==> src/rtl/serial_adder.sv <==
// serial_adder: bit-serial, LSB-first adder. One bit of each operand is
// accepted per valid beat, the running sum bit is emitted one cycle later,
// and after WIDTH accepted beats the full sum word and final carry are
// presented with a one-cycle word_valid pulse.
// Optional build macro SERIAL_ADDER_SUB_EN adds a 'sub' port; with sub=1
// latched on the first beat, B is inverted and the initial carry is 1, so
// the block computes A-B modulo 2^WIDTH (carry_out=1 means no borrow).
module serial_adder #(
   parameter int WIDTH = 8
) (
   input  logic             clk,
   input  logic             rst_n,
   input  logic             in_valid,
   input  logic             in_first,
   input  logic             a_bit,
   input  logic             b_bit,
`ifdef SERIAL_ADDER_SUB_EN
   input  logic             sub,
`endif
   output logic             sum_bit,
   output logic             sum_bit_valid,
   output logic [WIDTH-1:0] sum_word,
   output logic             carry_out,
   output logic             word_valid,
   output logic             busy
);

   localparam int CW = $clog2(WIDTH + 1);

   localparam logic [0:0]    ST_IDLE  = 1'b0;
   localparam logic [0:0]    ST_ACCUM = 1'b1;
   localparam logic [CW-1:0] LAST_C   = CW'(WIDTH);

   // Full-adder carry: majority of the three inputs.
   function automatic logic maj3(input logic x, input logic y, input logic z);
      return (x & y) | (x & z) | (y & z);
   endfunction

   logic [0:0]       state_r;
   logic [CW-1:0]    count_r;
   logic             carry_r;
   logic [WIDTH-1:0] word_r;
`ifdef SERIAL_ADDER_SUB_EN
   logic             sub_r;
`endif

   logic             start_s;
   logic             cont_s;
   logic             take_s;
   logic             sub_s;
   logic             b_eff_s;
   logic             c_in_s;
   logic             s_s;
   logic             c_out_s;
   logic [CW-1:0]    pos_s;
   logic [CW-1:0]    count_next_s;
   logic             done_s;
   logic [WIDTH-1:0] word_base_s;
   logic [WIDTH-1:0] word_next_s;

   // Beat acceptance, one full-adder step and the next partial-word value.
   always_comb begin
      start_s = in_valid & in_first;
      cont_s  = in_valid & ~in_first & (state_r == ST_ACCUM);
      take_s  = start_s | cont_s;
`ifdef SERIAL_ADDER_SUB_EN
      if (start_s) begin
         sub_s = sub;
      end else begin
         sub_s = sub_r;
      end
`else
      sub_s = 1'b0;
`endif
      b_eff_s = b_bit ^ sub_s;
      // A first beat (also a restart) starts from c0 and a cleared word.
      if (start_s) begin
         c_in_s      = sub_s;
         pos_s       = {CW{1'b0}};
         word_base_s = {WIDTH{1'b0}};
      end else begin
         c_in_s      = carry_r;
         pos_s       = count_r;
         word_base_s = word_r;
      end
      s_s          = a_bit ^ b_eff_s ^ c_in_s;
      c_out_s      = maj3(a_bit, b_eff_s, c_in_s);
      count_next_s = pos_s + CW'(1);
      done_s       = take_s & (count_next_s == LAST_C);
      word_next_s  = word_base_s;
      for (int i = 0; i < WIDTH; i++) begin
         if (pos_s == CW'(i)) begin
            word_next_s[i] = s_s;
         end else begin
            word_next_s[i] = word_base_s[i];
         end
      end
   end

   // Word-accumulation state: FSM, bit count, carry chain and partial sum.
   always_ff @(posedge clk or negedge rst_n) begin
      if (!rst_n) begin
         state_r <= ST_IDLE;
         count_r <= {CW{1'b0}};
         carry_r <= 1'b0;
         word_r  <= {WIDTH{1'b0}};
`ifdef SERIAL_ADDER_SUB_EN
         sub_r   <= 1'b0;
`endif
      end else if (take_s) begin
         word_r <= word_next_s;
`ifdef SERIAL_ADDER_SUB_EN
         sub_r  <= sub_s;
`endif
         if (done_s) begin
            state_r <= ST_IDLE;
            count_r <= {CW{1'b0}};
            carry_r <= 1'b0;
         end else begin
            state_r <= ST_ACCUM;
            count_r <= count_next_s;
            carry_r <= c_out_s;
         end
      end
   end

   // Registered outputs: per-beat sum bit and completed-word capture.
   always_ff @(posedge clk or negedge rst_n) begin
      if (!rst_n) begin
         sum_bit       <= 1'b0;
         sum_bit_valid <= 1'b0;
         sum_word      <= {WIDTH{1'b0}};
         carry_out     <= 1'b0;
         word_valid    <= 1'b0;
      end else begin
         sum_bit_valid <= take_s;
         word_valid    <= done_s;
         if (take_s) begin
            sum_bit <= s_s;
         end
         if (done_s) begin
            sum_word  <= word_next_s;
            carry_out <= c_out_s;
         end
      end
   end

   assign busy = (state_r == ST_ACCUM);

endmodule

==> config.mk <==
export PLATFORM = sky130hd
export DESIGN_NAME = serial_adder
export DESIGN_NICKNAME = d
export VERILOG_FILES = /design/src/rtl/serial_adder.sv
export SDC_FILE = /design/constraint.sdc
export NUM_CORES = 1
export LEC_CHECK = 0
export ABC_AREA = 1
export BUFFER_PORTS_ARGS = -buffer_cell sky130_fd_sc_hd__buf_2
export CORE_MARGIN = 2
export CORE_UTILIZATION = 25
export DETAILED_ROUTE_END_ITERATION = 8
export GPL_TIMING_DRIVEN = 0
export PLACE_DENSITY = 0.38
export SETUP_SLACK_MARGIN = 0.3
export SLEW_MARGIN = 15
export SYNTH_ARGS = -nofsm -noshare
export SYNTH_HDL_FRONTEND = slang
export SYNTH_SLANG_ARGS = --single-unit
export TNS_END_PERCENT = 30
==> constraint.sdc <==
create_clock -name clk -period 1.4 [get_ports clk]
set_input_delay 0.21 -clock clk [delete_from_list [all_inputs] [get_ports clk]]
set_output_delay 0.21 -clock clk [all_outputs]
set_load 0.005 [all_outputs]
==> results.json, run 1 <==
{
  "ys_seq_area_share_pct": 41.9,
  "hold_path_end": "count_r[2]",
  "max_slew_margin_pct": 72.3,
  "final_max_slew_viol_count": 0,
  "ios": 19,
  "vias_per_cell": 4.54,
  "htreeDepth": 1,
  "rsz0062_at_grt": "true",
  "route.detailed.drc": 0,
  "leakage_uw": 0.000988,
  "tritoncts": "built",
  "areaGrowthSynthToFinish_pct": 36.2,
  "path_clk_slew_ns": 0.10,
  "die_w_um": 82.8,
  "numPortBuffers": 18,
  "avgSynthCellArea_um2": 8.78,
  "globalRouteOverflowTotal": 0,
  "post-route-util_pct": 35.5,
  "reg2reg_from": "count_r[1]",
  "post-route-period-util_pct": 108,
  "worst_ep_required_time_ns": 1.58,
  "synth_seq_cells": 26,
  "skew_ns": 0.00877,
  "worstSetupPathType": "register to register",
  "tightestPinTransition_ns": 0.416,
  "die_h_um": 82.8,
  "place_area_um2": 1810,
  "fp-row-count": 28,
  "setup_viol": 16,
  "dr.pass1.iters": 5,
  "rr_endpoint": "sum_word[3]",
  "report.power.total_uw": 3730,
  "cts_buffers": 3,
  "synth_fa_ha_area_share_pct": 5.31,
  "cts_root_buf": "clkbuf_8",
  "die_area_um2": 6860,
  "dr.first_iter.drc_count": 44,
  "hold_viol": 0,
  "arrival_ns": 1.69,
  "r2r_slack_ns": -0.11,
  "path_max_fanout": 5,
  "fin_area_um2": 2120,
  "syn_inst": 177,
  "start_util_pct": 26.1,
  "whs_ns": 0.403,
  "vdd_drop_max_mv": 0.562,
  "track_usage_pct": 12.4,
  "synth_top_family_by_area": "simple AND/OR/NAND/NOR gates",
  "core_area_um2": 5960,
  "synth-xor-area-share_pct": 0,
  "grt_pass1_vias": 1397,
  "mostFrequentLayoutCell": "nand2_1",
  "wl_per_cell_um": 14.3,
  "synth_area_um2": 1550,
  "synth_compound_gate_area_share_pct": 13.4,
  "ys_warn_count": 0,
  "clkSinkCount": 26,
  "maxCapViolCount": 0,
  "outcome": "finished, violations left",
  "power.density_nw_per_um2": 1760,
  "fillers": 630,
  "hold_path_depth": 5,
  "hold_path.class": "input port to register",
  "final_cell_mix": "nand2_1 (33), dfrtp_1 (25), nand3_1 (17), buf_2 (17), inv_1 (16)",
  "worstSkewPairLatency_ns": 0.28,
  "drive_gt1_share_pct": 40.8,
  "yosys.area_share.simple_pct": 30.0,
  "syn-num-nets": 189,
  "vias": 1298,
  "synth.mux.area_fraction_pct": 0,
  "tns_ns": -1.09,
  "fmaxAchievable_ghz": 0.662,
  "synth_cell_types": 25,
  "drt_wl_total_mm": 4.10,
  "violations": "negative setup slack",
  "antenna_found_initial": 0,
  "grt_max_degree": 27,
  "ant_nets": 0,
  "r2r_cells": 9,
  "period_needed_ns": 1.51,
  "setup_ws_ns": -0.111,
  "n_antenna_cell": 0,
  "grt_pass1_wl_mm": 6.98,
  "nNetsFinal": 224,
  "hold_start": "in_first",
  "endpoint_kind": "register",
  "dp.final_hpwl_mm": 2.69,
  "startpoint_type": "register",
  "cts_buffer_depth": 2,
  "gp_congestion": 0.717
}
layer usage:
| metal | global-route usage, % | vias up | routed length, µm |
|---|---|---|---|
| li1 | - | 647 | - |
| met3 | 1.59 | 4 | 130 |
| met5 | 0 | - | 0 |
| met4 | 3.58 | 0 | 36 |
| met2 | 21.0 | 24 | 1940 |
| met1 | 16.4 | 623 | 1990 |
power by group:
part	internal, µW	switching (µW)
Combinational	832	1040
Sequential	1030	175
Clock	383	279
Yosys cell counts:
cell type,number,area [µm²]
nand3_1,26,130
buf_2,3,15.0
o22ai_1,1,6.26
nor2_1,12,45.0
o21ai_2,1,8.76
fa_1,1,20.0
nand2_1,37,139
inv_1,20,75.1
o21ai_0,3,15.0
buf_6,2,22.5
nand4_4,1,21.3
buf_4,1,7.51
nand2_2,5,31.3
nand3_4,3,52.6
inv_2,3,11.3
dfrtp_1,26,651
or2_0,1,6.26
ha_1,5,62.6
o21bai_1,2,15.0
nor2_4,1,11.3
nand4_1,3,18.8
nand2_4,1,11.3
o21bai_2,10,113
buf_8,1,15.0
a31oi_1,8,50.1
stage by stage:
stage / cells / setup slack (ns)
2_1_floorplan: 177 / -0.136
3_3_place_gp: 270 / -0.493
3_5_place_dp: 270 / -0.521
4_1_cts: 277 / -0.125
5_1_grt: 286 / -0.200
6_report: 286 / -0.111
flip-flops by register name (all words and copies together), names as in the netlist:
| name | count |
|---|---|
| sum_word | 8 |
| word_r | 8 |
| count_r | 4 |
| busy | 1 |
| carry_out | 1 |
| carry_r | 1 |
| sum_bit | 1 |
| sum_bit_valid | 1 |
| word_valid | 1 |
worst max-delay path by stage:
| stage | startpoint | to | slack (ns) |
|---|---|---|---|
| after CTS | carry_r | sum_word[1] | -0.13 |
| after global routing | count_r[1] | sum_word[2] | -0.20 |
| final | count_r[1] | sum_word[3] | -0.11 |
| after global placement | in_valid | sum_word[7] | -0.49 |
| after detailed placement | in_valid | sum_word[7] | -0.52 |
| after floorplan | in_valid | sum_word[5] | -0.14 |
timing repair:
item                                    in CTS  in global routing
gates cloned                                 0                  1
pin swaps                                   28                 13
gates resized for setup                     15                 16
endpoints found under the setup margin      25                 25
endpoints found under the hold margin       26                  0
hold buffers                                 1                  0
buffers inserted                             2                  8
worst max-delay path, cell delays in order, from the launching register on:
cell and delay (ns):
dfrtp_1 0.43, nand2_4 0.09, inv_4 0.07, ha_4 0.17, inv_4 0.04, nand3_4 0.06, nand3_4 0.15, clkbuf_16 0.21
o21bai_2 0.12, nand2_1 0.06
cell type report:
cell class                 count  area, µm²  share of cell area, %
clock buffer                   3       41.3                   1.95
timing repair buffer          30        203                   9.57
tap                           75       93.8                   4.43
clock inverter                 1       30.0                   1.42
sequential                    26        652                   30.8
buffer                         7       97.6                   4.61
inverter                      23        101                   4.79
multi-input combinational    121        898                   42.4
kinds of logic after synthesis:
logic type               after synthesis
adder cells (fa/ha/maj)                6
AND/OR/NAND/NOR                       90
flip-flops                            26
buffers and inverters                 30
AO/OA/AOI/OAI                         25
(Power assumes the default switching activity.)
==> run 2, diff against run 1 <==
--- a/config.mk
+++ b/config.mk
@@ -7,11 +7,13 @@
 export LEC_CHECK = 0
 export ABC_AREA = 1
 export BUFFER_PORTS_ARGS = -buffer_cell sky130_fd_sc_hd__buf_2
+export CELL_PAD_IN_SITES_DETAIL_PLACEMENT = 1
+export CELL_PAD_IN_SITES_GLOBAL_PLACEMENT = 2
 export CORE_MARGIN = 2
 export CORE_UTILIZATION = 25
 export DETAILED_ROUTE_END_ITERATION = 8
 export GPL_TIMING_DRIVEN = 0
-export PLACE_DENSITY = 0.38
+export PLACE_DENSITY = 0.58
 export SETUP_SLACK_MARGIN = 0.3
 export SLEW_MARGIN = 15
 export SYNTH_ARGS = -nofsm -noshare
==> run 2 against run 1 <==
The flow still finishes with violations (negative setup slack). Setup slack improved by 0.018 ns. Global-route usage grew 1.1 points. Cell area fell by 4.6%. Via count shrank 0.77%. Critical path depth fell by 2. Non-clock buffer count decreased by 5. Sequential share of layout area rose by 1.4 points. Wire length rose by 4.0%. Clock-buffer cell count rose by 1. Power down 6.9%. Fmax up 1.2%. Highest routed layer unchanged.
==> results.json, run 2 (same netlist as run 1, synthesis figures left out) <==
{
  "outcome": "finished, violations left",
  "violations": "negative setup slack",
  "period_needed_ns": 1.49,
  "numPortBuffers": 18,
  "antenna_found_initial": 0,
  "die_area_um2": 6860,
  "power.density_nw_per_um2": 1720,
  "fp-row-count": 28,
  "nNetsFinal": 219,
  "die_w_um": 82.8,
  "gp_congestion": 0.720,
  "dp.final_hpwl_mm": 2.96,
  "drt_wl_total_mm": 4.26,
  "cts_buffers": 3,
  "arrival_ns": 1.66,
  "dp_cells": 270,
  "reg_top3": "sum_word: 8 flops, word_r: 8 flops, count_r: 4 flops",
  "cts_buffer_depth": 2,
  "worstSkewPairLatency_ns": 0.27,
  "skew_ns": 0.00306,
  "leakage_uw": 0.000943,
  "areaGrowthSynthToFinish_pct": 30.0,
  "vias_per_cell": 4.58,
  "grt_max_degree": 27,
  "dr.first_iter.drc_count": 18,
  "finalNonFillerCells": 281,
  "final_max_slew_viol_count": 0,
  "ant_nets": 0,
  "startpoint_type": "register",
  "crit_buf_inv": 1,
  "hold_path.class": "input port to register",
  "htreeDepth": 1,
  "hold_path_depth": 5,
  "wl_per_cell_um": 15.2,
  "grt_pass1_vias": 1467,
  "n_antenna_cell": 0,
  "tritoncts": "built",
  "start_util_pct": 26.1,
  "post-route-period-util_pct": 107,
  "dr.pass1.iters": 4,
  "worstSetupPathType": "register to register",
  "hold_path_end": "count_r[2]",
  "cp_slowest_cell": "fa_2",
  "hold_start": "in_first",
  "route.detailed.drc": 0,
  "setup_viol": 18,
  "tns_ns": -0.923,
  "track_usage_pct": 13.4,
  "path_clk_slew_ns": 0.10,
  "cpMostUsedCell": "nand2_1",
  "post-route-util_pct": 33.9,
  "vdd_drop_max_mv": 0.472,
  "ios": 19,
  "endpoint_kind": "register",
  "path_max_fanout": 8,
  "whs_ns": 0.388,
  "cp_cell_sequence": "nand2_2 -> fa_2 -> inv_6 -> nand3_2 -> nand2_1 -> nand3_1 -> nand2_1",
  "fmaxAchievable_ghz": 0.670,
  "mostFrequentLayoutCell": "nand2_1",
  "core_area_um2": 5960,
  "maxCapViolCount": 0,
  "tightestPinTransition_ns": 0.645,
  "worst_ep_required_time_ns": 1.57,
  "grt_pass1_wl_mm": 7.47,
  "drive_gt1_share_pct": 39.8,
  "r2r_slack_ns": -0.09,
  "globalRouteOverflowTotal": 0,
  "hold_viol": 0,
  "rsz0062_at_grt": "true",
  "place_ws_ns": -0.526,
  "vias": 1288,
  "cp_slowest_stage_delay_ns": 0.60,
  "die_h_um": 82.8,
  "cts_root_buf": "clkbuf_8",
  "startpoint": "carry_r",
  "r2r_cells": 7,
  "final_cell_mix": "nand2_1 (32), dfrtp_1 (26), buf_2 (19)",
  "rr_endpoint": "sum_word[1]",
  "cpLargestDelayFamily": "adder cells",
  "setup_ws_ns": -0.0933,
  "clkSinkCount": 26,
  "max_slew_margin_pct": 57.0,
  "reg2reg_from": "carry_r"
}
==> run 2: worst min-delay path, delay by kind of cell <==
family	cells	cell delay [ns]
AND/OR/NAND/NOR	3	0.21
AO/OA/AOI/OAI	1	0.08
buffers and inverters	1	0.13
==> run 2: repair_timing <==
item | 4_1_cts | 5_1_grt
buffers inserted | 3 | 3
hold endpoints to repair | 26 | 0
gates resized for setup | 21 | 4
pin swaps | 31 | 1
setup endpoints to repair | 25 | 25
hold buffers | 1 | 0
==> run 2: report_power, final <==
group / leakage [µW] / internal [µW] / total, µW / switching (µW)
registers: 0.000296 / 1030 / 1210 / 182
logic: 0.000618 / 733 / 1750 / 1020
clock network: 0.0000288 / 252 / 514 / 262
==> run 2: worst max-delay path by stage <==
stage	depth (start not counted)	endpoint	slack (ns)
after floorplan	10	sum_word[5]	-0.14
after global placement	11	sum_word[0]	-0.50
after detailed placement	11	sum_word[0]	-0.53
after CTS	7	sum_word[1]	-0.1
after global routing	7	sum_word[1]	-0.17
final	7	sum_word[1]	-0.09
==> run 2: cell type report <==
cell class,instances,area [µm²]
Tap cell,75,93.8
Timing Repair Buffer,25,145
Inverter,23,98.8
Buffer,7,100
Sequential cell,26,651
Multi-Input combinational cell,121,876
Clock buffer,4,55.1
Fill cell,716,3940
==> run 2: routing by layer <==
metal,track usage [%],wire length [µm]
met2,23.9,2160
met1,17.3,1970
met4,3.28,46
met3,1.59,89
met5,0,0
==> run 2: metrics by stage <==
stage / cell area (µm²) / total power (µW)
after floorplan: 1620 / 2330
after global placement: 1810 / 2760
after detailed placement: 1810 / 2810
after CTS: 1980 / 3480
after global routing: 2020 / 3780
final: 2020 / 3480
==> run 3, diff against run 2 <==
--- a/config.mk
+++ b/config.mk
@@ -15,7 +15,8 @@
 export GPL_TIMING_DRIVEN = 0
 export PLACE_DENSITY = 0.58
 export SETUP_SLACK_MARGIN = 0.3
-export SLEW_MARGIN = 15
+export SKIP_CTS_REPAIR_TIMING = 1
+export SLEW_MARGIN = 5
 export SYNTH_ARGS = -nofsm -noshare
 export SYNTH_HDL_FRONTEND = slang
 export SYNTH_SLANG_ARGS = --single-unit
==> run 3 against run 2 <==
First-iteration DRC count grew to 2.6 times the previous value. Combinational power shrank 4%. The run still ends with negative setup slack left. Worst hold slack gained 0.00079 ns. Via count is the same. Cell count grew 1.4%. Sequential power is essentially flat. Power shrank 2.1%. Sequential share of layout area grew 0.34 points. Die area is the same. Non-clock buffer count grew 4. Cell area shrank 1.1%. Register-to-register slack lost 0.02 ns.
==> results.json, run 3 (same netlist as run 1, synthesis figures left out) <==
{
  "maxCapViolCount": 0,
  "areaGrowthSynthToFinish_pct": 28.6,
  "finalNonFillerCells": 285,
  "track_usage_pct": 13.2,
  "clkSinkCount": 26,
  "worstSetupPathType": "register to register",
  "power_switching_uw": 1410,
  "hold_viol": 0,
  "hold_path.class": "input port to register",
  "outcome": "finished, violations left",
  "power.share.switching_pct": 41.3,
  "cts_buffers": 3,
  "fillers": 728,
  "tightestPinTransition_ns": 0.664,
  "cp_cell_sequence": "nand2_4 -> inv_4 -> ha_4 -> nand2_2 -> nand3_4 -> clkbuf_16 -> o21bai_2 -> nand2_1",
  "drt_wl_total_mm": 4.32,
  "die_h_um": 82.8,
  "dp.final_hpwl_mm": 2.96,
  "leakage_uw": 0.000964,
  "cts_buffer_depth": 2,
  "start_util_pct": 26.1,
  "path_max_fanout": 6,
  "dr.pass1.iters": 4,
  "nNetsFinal": 223,
  "startpoint_type": "register",
  "n_antenna_cell": 0,
  "skew_ns": 0.00584,
  "fp-row-count": 28,
  "fin_area_um2": 2000,
  "drive_gt1_share_pct": 36.2,
  "fmaxAchievable_ghz": 0.663,
  "wl_per_cell_um": 15.2,
  "pwr-share-seq_pct": 35.5,
  "core_area_um2": 5960,
  "max_slew_margin_pct": 55.8,
  "place_ws_ns": -0.526,
  "vias": 1288,
  "r2r_slack_ns": -0.11,
  "numPortBuffers": 18,
  "route.detailed.drc": 0,
  "cts_root_buf": "clkbuf_8",
  "period_needed_ns": 1.51,
  "mostFrequentLayoutCell": "nand2_1",
  "reg_top3": "sum_word: 8 flops, word_r: 8 flops, count_r: 4 flops",
  "final_cell_mix": "nand2_1 (33), dfrtp_1 (26), nand3_1 (25)",
  "dr.first_iter.drc_count": 47,
  "setup_viol": 19,
  "worst_ep_required_time_ns": 1.57,
  "dp_cells": 270,
  "gp_congestion": 0.720,
  "tritoncts": "built",
  "arrival_ns": 1.68,
  "die_w_um": 82.8,
  "intPower_uw": 2000,
  "die_area_um2": 6860,
  "grt_pass1_wl_mm": 7.29,
  "power_frac_comb_pct": 49.4,
  "ant_nets": 0,
  "ios": 19,
  "rsz0062_at_grt": "true",
  "endpoint_kind": "register",
  "cp_slowest_stage_delay_ns": 0.44,
  "setup_ws_ns": -0.109,
  "violations": "negative setup slack",
  "htreeDepth": 1,
  "final_max_slew_viol_count": 0,
  "grt_max_degree": 27,
  "post-route-period-util_pct": 108,
  "vdd_drop_max_mv": 0.462,
  "power.density_nw_per_um2": 1700,
  "place_area_um2": 1810,
  "grt_pass1_vias": 1435,
  "worstSkewPairLatency_ns": 0.27,
  "cp_slowest_cell": "dfrtp_1",
  "path_clk_slew_ns": 0.10,
  "antenna_found_initial": 0,
  "vias_per_cell": 4.52,
  "globalRouteOverflowTotal": 0,
  "power_frac_clock_pct": 15.1
}
run 3: final timing paths:
kind	startpoint	to	cells past startpoint
worst max-delay path	count_r[0]	sum_word[0]	8
worst min-delay path	in_first	count_r[2]	5
worst max register to register	count_r[0]	sum_word[0]	8
worst min register to register	sum_bit	sum_bit	2
max in group asynchronous	rst_n	count_r[1]	2
min in group asynchronous	rst_n	sum_word[3]	2
run 3: metal layers:
| layer | GRT usage, % | up-vias | share of wire (%) |
|---|---|---|---|
| met2 | 23.9 | 10 | 51 |
| met1 | 16.8 | 632 | 46 |
| li1 | - | 644 | - |
| met4 | 2.68 | 0 | 0.51 |
| met5 | 0 | - | 0 |
| met3 | 1.59 | 2 | 1.8 |
run 3: stage by stage:
step	utilization [%]	hold WS [ns]	total power [µW]	setup TNS, ns
2_1_floorplan	-	-0.0856	2330	-1.92
3_3_place_gp	30.4	0.272	2760	-9.22
3_5_place_dp	30.4	0.275	2810	-9.97
4_1_cts	31.3	-0.0279	3340	-3.30
5_1_grt	33.6	0.431	3710	-3.01
6_report	33.6	0.389	3400	-1.20
run 3: power groups by stage:
stage | Clock [µW] | Sequential, µW | Combinational [µW]
final | 514 | 1210 | 1680
after global routing | 551 | 1250 | 1910
after global placement | 0 | 1200 | 1550
after detailed placement | 0 | 1230 | 1580
after floorplan | 0 | 1210 | 1120
after CTS | 532 | 1210 | 1600
run 3: critical path: cells and delay by family, from the launching register on:
kind | cells | cell delay, ns
buf+inv | 2 | 0.26
compound gates | 1 | 0.12
flops | 1 | 0.44
simple gates | 4 | 0.42
fa+ha+maj | 1 | 0.16
run 3: layout make-up:
cell class	count	area, µm²	area share [%]
Buffer	7	93.8	4.70
Clock buffer	4	55.1	2.76
Inverter	23	96.3	4.82
Multi-Input combinational cell	121	816	40.8
Sequential cell	26	651	32.6
Tap cell	75	93.8	4.70
Timing Repair Buffer	29	193	9.64
